`config.mk`:
```
export PLATFORM = sky130hd
export DESIGN_NAME = imem_responder_flat
export DESIGN_NICKNAME = d
export VERILOG_FILES = /design/src/rtl/imem_responder_pkg.sv /design/src/rtl/imem_responder_if.sv /design/src/rtl/imem_ram.sv /design/src/rtl/imem_responder.sv /design/src/flat_wrapper.sv
export SDC_FILE = /design/constraint.sdc
export NUM_CORES = 1
export LEC_CHECK = 0
export ABC_AREA = 1
export BUFFER_PORTS_ARGS = -buffer_cell sky130_fd_sc_hd__buf_2
export CAP_MARGIN = 20
export CORE_ASPECT_RATIO = 0.75
export CORE_MARGIN = 1.5
export CORE_UTILIZATION = 59
export CTS_BUF_LIST = sky130_fd_sc_hd__clkbuf_4 sky130_fd_sc_hd__clkbuf_8
export CTS_CLUSTER_DIAMETER = 200
export DETAILED_ROUTE_END_ITERATION = 10
export PLACE_DENSITY = 0.79
export SLEW_MARGIN = 20
export SYNTH_ARGS = -nofsm -noshare
export SYNTH_HDL_FRONTEND = slang
export SYNTH_SLANG_ARGS = --single-unit
```
`constraint.sdc`:
```
create_clock -name im_clk -period 2.7 [get_ports im_clk]
set_input_delay 0.405 -clock im_clk [delete_from_list [all_inputs] [get_ports im_clk]]
set_output_delay 0.405 -clock im_clk [all_outputs]
set_load 0.02 [all_outputs]
```
`src/rtl/imem_responder_pkg.sv`:
```
// Shared encodings for the instruction-memory responder: FSM states,
// the NOP word and the fixed byte-to-word packing.
package imem_responder_pkg;

  typedef enum logic [1:0] {
    ST_LOAD = 2'd0,
    ST_RUN  = 2'd1,
    ST_ERR  = 2'd2
  } state_e;

  localparam logic [31:0] NOP            = 32'h0000_0000;
  localparam int          BYTES_PER_WORD = 4;
  localparam logic [1:0]  LAST_BYTE_IDX  = 2'(BYTES_PER_WORD - 1);

endpackage

```
`src/rtl/imem_responder_if.sv`:
```
// Load-port and fetch-port bundle between the boot host / core (master)
// and the instruction-memory responder (slave).
interface imem_responder_if #(
  parameter int IWIDTH   = 32,
  parameter int PC_WIDTH = 32,
  parameter int DEPTH    = 5
);

  logic                im_i_ld_valid;
  logic [7:0]          im_i_ld_byte;
  logic                im_i_ld_last;
  logic                im_o_ld_ready;
  logic                im_o_ce;
  logic [PC_WIDTH-1:0] im_i_pc;
  logic [IWIDTH-1:0]   im_o_instr;
  logic                im_o_instr_valid;
  logic [DEPTH:0]      im_o_words;
  logic                im_o_err;

  modport slave (
    input  im_i_ld_valid, im_i_ld_byte, im_i_ld_last, im_i_pc,
    output im_o_ld_ready, im_o_ce, im_o_instr, im_o_instr_valid,
           im_o_words, im_o_err
  );

  modport master (
    output im_i_ld_valid, im_i_ld_byte, im_i_ld_last, im_i_pc,
    input  im_o_ld_ready, im_o_ce, im_o_instr, im_o_instr_valid,
           im_o_words, im_o_err
  );

endinterface

```
`src/rtl/imem_ram.sv`:
```
// Single-write, single-read synchronous RAM with a registered read port.
// Contents are never cleared; the responder gates stale words by count.
module imem_ram #(
  parameter int IWIDTH = 32,
  parameter int DEPTH  = 5
) (
  input  logic              i_clk,
  input  logic              i_we,
  input  logic [DEPTH-1:0]  i_waddr,
  input  logic [IWIDTH-1:0] i_wdata,
  input  logic [DEPTH-1:0]  i_raddr,
  output logic [IWIDTH-1:0] o_rdata
);

  logic [IWIDTH-1:0] r_mem [0:(1<<DEPTH)-1];

  always_ff @(posedge i_clk) begin
    if (i_we) begin
      r_mem[i_waddr] <= i_wdata;
    end
    o_rdata <= r_mem[i_raddr];
  end

endmodule

```
`src/rtl/imem_responder.sv`:
```
// Instruction-memory responder: assembles a byte-serial program into words,
// then releases the core and answers each fetch PC one cycle later.
module imem_responder
  import imem_responder_pkg::*;
#(
  parameter int IWIDTH   = 32,
  parameter int PC_WIDTH = 32,
  parameter int DEPTH    = 5
) (
  input  logic            im_clk,
  input  logic            im_rst,
  imem_responder_if.slave im_bus
);

  localparam logic [DEPTH:0]   ONE_WORD = (DEPTH+1)'(1);
  localparam logic [DEPTH-1:0] ONE_PTR  = DEPTH'(1);

  state_e            r_state;
  state_e            w_next_state;
  logic [1:0]        r_byte_cnt;
  logic [23:0]       r_word_buf;
  logic [DEPTH-1:0]  r_wptr;
  logic [DEPTH:0]    r_words;
  logic              r_rd_hit;
  logic              r_instr_valid;
  logic [IWIDTH-1:0] r_instr_q;

  logic              w_ld_ready;
  logic              w_ce;
  logic              w_err;
  logic              w_accept;
  logic              w_word_done;
  logic              w_partial;
  logic              w_full;
  logic              w_misalign;
  logic              w_upper_zero;
  logic              w_hit;
  logic [DEPTH-1:0]  w_idx;
  logic [IWIDTH-1:0] w_wdata;
  logic [IWIDTH-1:0] w_rdata;
  logic [IWIDTH-1:0] w_instr;

  assign w_ld_ready   = (r_state == ST_LOAD) && !im_rst;
  assign w_accept     = im_bus.im_i_ld_valid && w_ld_ready;
  assign w_word_done  = w_accept && (r_byte_cnt == LAST_BYTE_IDX);
  assign w_partial    = w_accept && im_bus.im_i_ld_last && (r_byte_cnt != LAST_BYTE_IDX);
  assign w_full       = &r_wptr;
  assign w_wdata      = {r_word_buf, im_bus.im_i_ld_byte};

  assign w_misalign   = |im_bus.im_i_pc[1:0];
  assign w_idx        = im_bus.im_i_pc[DEPTH+1:2];
  assign w_upper_zero = (im_bus.im_i_pc[PC_WIDTH-1:DEPTH+2] == '0);
  assign w_hit        = w_upper_zero && ({1'b0, w_idx} < r_words);

  // Hits come straight from the RAM read register; misses and held values come from r_instr_q.
  assign w_instr      = r_rd_hit ? w_rdata : r_instr_q;

  imem_ram #(
    .IWIDTH (IWIDTH),
    .DEPTH  (DEPTH)
  ) u_ram (
    .i_clk   (im_clk),
    .i_we    (w_word_done),
    .i_waddr (r_wptr),
    .i_wdata (w_wdata),
    .i_raddr (w_idx),
    .o_rdata (w_rdata)
  );

  always_ff @(posedge im_clk) begin
    if (im_rst) begin
      r_state <= ST_LOAD;
    end else begin
      r_state <= w_next_state;
    end
  end

  always_comb begin
    w_next_state = r_state;
    w_ce         = 1'b0;
    w_err        = 1'b0;
    unique case (r_state)
      ST_LOAD: begin
        if (w_partial) begin
          w_next_state = ST_ERR;
        end else if (w_word_done && im_bus.im_i_ld_last) begin
          w_next_state = ST_RUN;
        end else if (w_word_done && w_full) begin
          w_next_state = ST_ERR;
        end
      end
      ST_RUN: begin
        w_ce = 1'b1;
        if (w_misalign) begin
          w_next_state = ST_ERR;
        end
      end
      ST_ERR: begin
        w_err = 1'b1;
      end
      default: begin
        w_next_state = ST_LOAD;
      end
    endcase
  end

  // The last word slot leaves wptr in place since that write always ends loading.
  always_ff @(posedge im_clk) begin
    if (im_rst) begin
      r_byte_cnt    <= '0;
      r_word_buf    <= '0;
      r_wptr        <= '0;
      r_words       <= '0;
      r_rd_hit      <= 1'b0;
      r_instr_valid <= 1'b0;
      r_instr_q     <= NOP;
    end else begin
      if (w_accept) begin
        r_byte_cnt <= r_byte_cnt + 2'd1;
        r_word_buf <= {r_word_buf[15:0], im_bus.im_i_ld_byte};
      end
      if (w_word_done) begin
        r_words <= r_words + ONE_WORD;
        if (!w_full) begin
          r_wptr <= r_wptr + ONE_PTR;
        end
      end
      if (r_state == ST_RUN) begin
        r_instr_valid <= !w_misalign;
        r_rd_hit      <= w_hit && !w_misalign;
        r_instr_q     <= NOP;
      end else begin
        r_instr_valid <= 1'b0;
        r_rd_hit      <= 1'b0;
        r_instr_q     <= w_instr;
      end
    end
  end

  assign im_bus.im_o_ld_ready    = w_ld_ready;
  assign im_bus.im_o_ce          = w_ce;
  assign im_bus.im_o_err         = w_err;
  assign im_bus.im_o_instr       = w_instr;
  assign im_bus.im_o_instr_valid = r_instr_valid;
  assign im_bus.im_o_words       = r_words;

endmodule

```
`src/flat_wrapper.sv`:
```
// flat-port wrapper written by rule: the top's interface ports become plain ports
module imem_responder_flat import imem_responder_pkg::*;
#(
  parameter int IWIDTH   = 32,
  parameter int PC_WIDTH = 32,
  parameter int DEPTH    = 5
)
  (im_clk, im_rst, im_bus_im_i_ld_valid, im_bus_im_i_ld_byte, im_bus_im_i_ld_last, im_bus_im_i_pc, im_bus_im_o_ld_ready, im_bus_im_o_ce, im_bus_im_o_instr, im_bus_im_o_instr_valid, im_bus_im_o_words, im_bus_im_o_err);
  imem_responder_if #(.IWIDTH(IWIDTH), .PC_WIDTH(PC_WIDTH), .DEPTH(DEPTH)) im_bus_i ();
  input  logic im_clk;
  input  logic im_rst;
  input wire logic [$bits(im_bus_i.im_i_ld_valid)-1:0] im_bus_im_i_ld_valid;
  input wire logic [$bits(im_bus_i.im_i_ld_byte)-1:0] im_bus_im_i_ld_byte;
  input wire logic [$bits(im_bus_i.im_i_ld_last)-1:0] im_bus_im_i_ld_last;
  input wire logic [$bits(im_bus_i.im_i_pc)-1:0] im_bus_im_i_pc;
  output wire logic [$bits(im_bus_i.im_o_ld_ready)-1:0] im_bus_im_o_ld_ready;
  output wire logic [$bits(im_bus_i.im_o_ce)-1:0] im_bus_im_o_ce;
  output wire logic [$bits(im_bus_i.im_o_instr)-1:0] im_bus_im_o_instr;
  output wire logic [$bits(im_bus_i.im_o_instr_valid)-1:0] im_bus_im_o_instr_valid;
  output wire logic [$bits(im_bus_i.im_o_words)-1:0] im_bus_im_o_words;
  output wire logic [$bits(im_bus_i.im_o_err)-1:0] im_bus_im_o_err;
  assign im_bus_i.im_i_ld_valid = im_bus_im_i_ld_valid;
  assign im_bus_i.im_i_ld_byte = im_bus_im_i_ld_byte;
  assign im_bus_i.im_i_ld_last = im_bus_im_i_ld_last;
  assign im_bus_i.im_i_pc = im_bus_im_i_pc;
  assign im_bus_im_o_ld_ready = im_bus_i.im_o_ld_ready;
  assign im_bus_im_o_ce = im_bus_i.im_o_ce;
  assign im_bus_im_o_instr = im_bus_i.im_o_instr;
  assign im_bus_im_o_instr_valid = im_bus_i.im_o_instr_valid;
  assign im_bus_im_o_words = im_bus_i.im_o_words;
  assign im_bus_im_o_err = im_bus_i.im_o_err;
  imem_responder #(.IWIDTH(IWIDTH), .PC_WIDTH(PC_WIDTH), .DEPTH(DEPTH)) u_core (.im_clk(im_clk), .im_rst(im_rst), .im_bus(im_bus_i));
endmodule
```
# Yosys cells after proc, flatten, opt, wreduce, memory -nomap -nowiden
# Memory sizes are Yosys's and may differ from the RTL's. A register that Yosys moved wholly into a read port is not among the register bits.
# Cells that the tools add are included.
[classes] n_reduce_logical=19 muxes=10 eq_ne=6 order_cmp=1 bitwise_logic=3 n_addsub=3
[op_table] operator="2-to-1 mux 32 bit" n=1
[op_table] operator="logical NOT 25 bit" n=1
[op_table] operator="logical AND 1 bit" n=9
[op_table] operator="2-to-1 mux 2 bit" n=4
[op_table] operator="adder 6 x 1 -> 6 bit (second input constant)" n=1
[op_table] operator="less-than comparator 5 x 6 -> 1 bit" n=1
[op_table] operator="case mux 2 bit (3 select lines)" n=1
[op_table] operator="OR reduction 2 bit" n=3
[op_table] operator="adder 5 x 1 -> 5 bit (second input constant)" n=1
[op_table] operator="AND reduction 5 bit" n=1
[op_table] operator="== test 2 bit (second input constant)" n=2
[op_table] operator="2-to-1 mux 1 bit" n=4
[op_table] operator="inequality test 4 x 3 -> 1 bit (second input constant)" n=1
[op_table] operator="inverter 1 bit" n=3
[op_table] operator="AND reduction 3 bit" n=1
[op_table] operator="adder 2 x 1 -> 2 bit (second input constant)" n=1
[op_table] operator="== test 2 x 1 -> 1 bit (second input constant)" n=1
[op_table] operator="logical NOT 1 bit" n=2
[op_table] operator="logical NOT 2 bit" n=1
[op_table] operator="inequality test 2 x 1 -> 1 bit (second input constant)" n=1
[op_table] operator="inequality test 2 bit (second input constant)" n=1
[op_table] operator="AND reduction 2 bit" n=1
[word_totals] input_bits=44 ram_bits=1024 register_bits=73 output_inout_bits=42 mem_count=1 wordCells=51
[memory_table] name="u_core.u_ram.r_mem" words=32 word_bits=32 rd=1 rd_ports_with_merged_regs=1 wr=1 line_no="imem_ram.sv:15" source="logic [IWIDTH-1:0] r_mem [0:(1<<DEPTH)-1];"

# Depth between registers and ports, before layout
[logic_depth] word_depth=9 ltp_mapped=12 depth_no_buf=9

# Hierarchy
# A second synthesis with hierarchy kept.
[unflattened] cells_unflattened=3970 hier_area_um2=45531.2
[modules_own_cells] mod="imem_ram" instances=1 area_each_um2=42405.7 seq_area_each_um2=31390.1 cells_per_inst=3536
[modules_own_cells] mod="imem_responder" instances=1 area_each_um2=3125.5 seq_area_each_um2=1461.4 cells_per_inst=434

# Worst setup path before layout
# No wires, ideal clock.
[synth_path] path_kind="input port to flip-flop" from="input port im_rst" to="memory u_core.u_ram.r_mem[0][0] (enable)" stages=5 path_slack_ps=-148 path_buffers=0 t_required_ps=2279 t_arrival_ps=2426 cell_sequence="inv_1 nand3_2 nor2_4 nand2_1 nor2_1"
[synth_between] elab_chain_len=6
[synth_rtl] item="start: declaration" line_no="flat_wrapper.sv:11" source="input logic im_rst;"
[synth_rtl] item="logical NOT 1 bit" line_no="imem_responder.sv:43" source="assign w_ld_ready = (r_state == ST_LOAD) && !im_rst;"
[synth_rtl] item="logical AND 1 bit" line_no="imem_responder.sv:43"
[synth_rtl] item="logical AND 1 bit" line_no="imem_responder.sv:44" source="assign w_accept = im_bus.im_i_ld_valid && w_ld_ready;"
[synth_rtl] item="logical AND 1 bit" line_no="imem_responder.sv:45" source="assign w_word_done = w_accept && (r_byte_cnt == LAST_BYTE_IDX);"
[synth_rtl] item="2-to-1 mux 1 bit" line_no="imem_ram.sv:18" source="if (i_we) begin"
[synth_rtl] item="2-to-1 mux 1 bit (implied by the code)" line_no="imem_ram.sv:19" source="r_mem[i_waddr] <= i_wdata;"
[synth_rtl] item="end: declaration" line_no="imem_ram.sv:15"
# No other way between the ends.

# Worst setup path after layout
[layout_path] from="input port im_bus_im_i_pc[7]" to="register u_core.r_rd_hit"
[layout_between] elab_chain_len=3
[layout_rtl] item="start: declaration" line_no="flat_wrapper.sv:15" source="input wire logic [$bits(im_bus_i.im_i_pc)-1:0] im_bus_im_i_pc;"
[layout_rtl] item="logical NOT 25 bit" line_no="imem_responder.sv:52" source="assign w_upper_zero = (im_bus.im_i_pc[PC_WIDTH-1:DEPTH+2] == '0);"
[layout_rtl] item="logical AND 1 bit" line_no="imem_responder.sv:53" source="assign w_hit = w_upper_zero && ({1'b0, w_idx} < r_words);"
[layout_rtl] item="logical AND 1 bit" line_no="imem_responder.sv:130" source="r_rd_hit <= w_hit && !w_misalign;"
[layout_rtl] item="end signal: assignment" line_no="imem_responder.sv:130"
[layout_rtl] item="end: declaration" line_no="imem_responder.sv:24" source="logic r_rd_hit;"
# No other way between the ends.
# A chain may end at the register's enable or synchronous reset.

==> impl_metrics.env <==
export IMPL_die_y_um=244
export IMPL_drc=0
export IMPL_fin_crit_sh_pct=95.7
export IMPL_top_usage_layer="met2"
export IMPL_ctsLongestPathBuffers=3
export IMPL_mostFrequentLayoutCells="1514 x nand2_1, 1024 x edfxtp_1, 798 x nand3_1"
export IMPL_diodes=0
export IMPL_cts_tree="built"
export IMPL_finalClockSkew_ns=0.0440
export IMPL_die_area_mm2=0.0789
export IMPL_post_route_cell_area_mm2=0.0509
export IMPL_cp_required_ns=3.47
export IMPL_wire_per_inst_um=22.3
export IMPL_grt_total_usage_pct=30.4
export IMPL_finalSetupViolations=0
export IMPL_grt_setup_unrepaired="false"
export IMPL_slew_violations=0
export IMPL_core_area_mm2=0.0766
export IMPL_grt_max_degree=118
export IMPL_num_vias=31398
export IMPL_insertion_delay_ns=0.83
export IMPL_end_kind="flip-flop"
export IMPL_synth_area_per_cell_um2=11.5
export IMPL_cts_sinks=1129
export IMPL_grt_pass1_wl_um=178000
export IMPL_cts_root_buf="clkbuf_8"
export IMPL_ioPinCount=86
export IMPL_ant_nets=0
export IMPL_worstSetupStartpointType="input port"
export IMPL_criticalPathCategory="in2reg"
export IMPL_worst_pin_slew_ns=1.05
export IMPL_worstPathArrival_ns=3.35
export IMPL_row_count=88
export IMPL_met1_usage_pct=41.2
export IMPL_place_hpwl_um=65800
export IMPL_seq_area_frac_synth_pct=72.1
export IMPL_place_congestion=0.858
export IMPL_critPathSlowestCell="dlygate4sd3_1"
export IMPL_whs_ns=0.0819
export IMPL_grt_util_met2_pct=45.6
export IMPL_grt_pass1_vias=30024
export IMPL_grt_overflow=0
export IMPL_irDropWorstVdd_mv=0.555
export IMPL_drive_gt1_share_pct=13.2
export IMPL_cp_slowest_stage_delay_ns=0.59
export IMPL_power_leakage_nw=19.7
export IMPL_fmax_mhz=387
export IMPL_place_ws_ns=0.401
export IMPL_port_buffers=85
export IMPL_status="completed"
export IMPL_drt_iter0_markers=4389
export IMPL_nets=4204
export IMPL_drt_wl_total_um=119000
export IMPL_firstDrtPassIters=9
export IMPL_slew_headroom_pct=29.9
export IMPL_path_max_fanout=1
export IMPL_maxCapViolations=0
export IMPL_power_density_mw_per_mm2=692
export IMPL_power_mw=35.3
export IMPL_hold_path_class="in2reg"
export IMPL_area_growth_pct=11.9
export IMPL_final_common_cell="nand2_1"
export IMPL_postLayoutCoreUtil_pct=66.5
export IMPL_syn_inst=3972
export IMPL_clk_pin_slew_ns=0.07
export IMPL_numCtsBuffers=161
export IMPL_setup_ws_ns=0.115
export IMPL_syn_num_nets=4027
export IMPL_post_drt_via_cell_ratio=5.90
export IMPL_htreeDepth=4
export IMPL_antenna_found_initial=2
export IMPL_gr_usage_met3_pct=7.26
export IMPL_ys_warn_count=0
export IMPL_placed_area_mm2=0.0474
export IMPL_period_minus_slack_ns=2.59
export IMPL_hold_violations=0
export IMPL_nFillCells=5315
export IMPL_crit_chain="dlygate4sd3_1 > buf_2 > nor2_1 > dlygate4sd3_1 > nand3_1 > dlygate4sd3_1 > nor3_2 > dlygate4sd3_1 > nand2_1 > nor2_1"
export IMPL_yosys_cell_types_count=34
export IMPL_start_util_pct=59.4
export IMPL_synth_seq_cells=1129
export IMPL_crit_path_frequent_cell="dlygate4sd3_1"
export IMPL_fp_dieW_um=324
export IMPL_netlist_area_mm2=0.0455
## logic make-up after synthesis
logic type	count (synthesis)	synth area share, %
and+or+nand+nor	2411	22.2
AOI/OAI and AO/OA	83	0.926
xor gates and xnor gates	2	0.0385
adders and majority gates	11	0.302
buffers and inverters	336	4.44
DFF	1129	72.1
## report_power, final
part | switching, mW | internal [mW]
combinational | 1.45 | 0.544
sequential | 0.108 | 19.1
clock | 6.45 | 7.60
## per-layer routing
layer	part of all wire, %	wire length (um)	vias to the layer above
met2	45	53700	2164
met3	13	15000	360
met1	37	44000	14822
li1	-	-	14048
met4	5.0	5930	4
met5	0.019	23	-
## flip-flops by register name, indices dropped and copies added, names as in the netlist
signal and cells:
u_core.im_bus.im_o_instr_valid 1, u_core.r_state 2, u_core.r_byte_cnt 2, u_core.u_ram.r_mem 1024, u_core.im_bus.im_o_words 6, u_core.r_instr_q 32, u_core.r_rd_hit 1, u_core.r_word_buf 24
u_core.r_wptr 5, u_core.u_ram.o_rdata 32
## synth_stat cells, drive strengths merged
cell    count  area share, %
buf       194            3.2
o21ai      58           0.64
or3         1          0.014
or2         1          0.014
o211ai      1          0.016
a21boi      1          0.016
nand3     799            8.8
edfxtp   1024             68
nor4        2          0.027
nor3        5          0.055
clkbuf     42           0.36
nor2       86           0.73
clkinv      1         0.0082
nand4       2          0.041
dfxtp     105            4.6
inv        99           0.83
ha         11           0.30
nand2    1515             12
a31oi       1          0.014
a21oi      22           0.24
xor2        2          0.038
## critical path: cells and delay by family
| kind | cells | cell delay, ns |
|---|---|---|
| buf+inv | 5 | 2.42 |
| simple gates | 5 | 0.52 |
## area by class of cell
class	instances	area, um2	share of cell area [%]
clock buffer	241	2910	5.71
multi-input combinational	2507	10900	21.5
clock inverter	57	477	0.936
tap	1035	1290	2.54
sequential	1129	32900	64.5
inverter	100	404	0.793
timing repair buffer	250	2070	4.06
## path summary, 6_finish.rpt
| check | depth (start not counted) | start | endpoint | slack [ns] |
|---|---|---|---|---|
| worst min register to register | 2 | u_core.r_word_buf[3]$_SDFFE_PP0P_ | u_core.r_word_buf[3]$_SDFFE_PP0P_ | 0.47 |
| worst min-delay path | 5 | im_bus_im_i_ld_valid | u_core.im_bus.im_o_words[4]$_SDFFE_PP0P_ | 0.08 |
| worst max register to register | 8 | u_core.r_state[0]$_SDFFE_PP0P_ | u_core.r_rd_hit$_SDFF_PP0_ | 0.23 |
| worst max-delay path | 10 | im_bus_im_i_pc[7] | u_core.r_rd_hit$_SDFF_PP0_ | 0.11 |
## repair_timing
action	in CTS	in global routing
gates resized for setup	1	5
buffers inserted	0	0
hold buffers	13	0
endpoints found under the hold margin	7	0
setup endpoints to repair	11	7
pin swaps	0	0
## through the flow
stage          instances  setup TNS [ns]
2_1_floorplan       3972         -138.35
3_3_place_gp        5008               0
3_5_place_dp        5008               0
4_1_cts             5319               0
5_1_grt             5319               0
6_report            5319               0
Note: power is estimated with default switching activity, not from simulation.
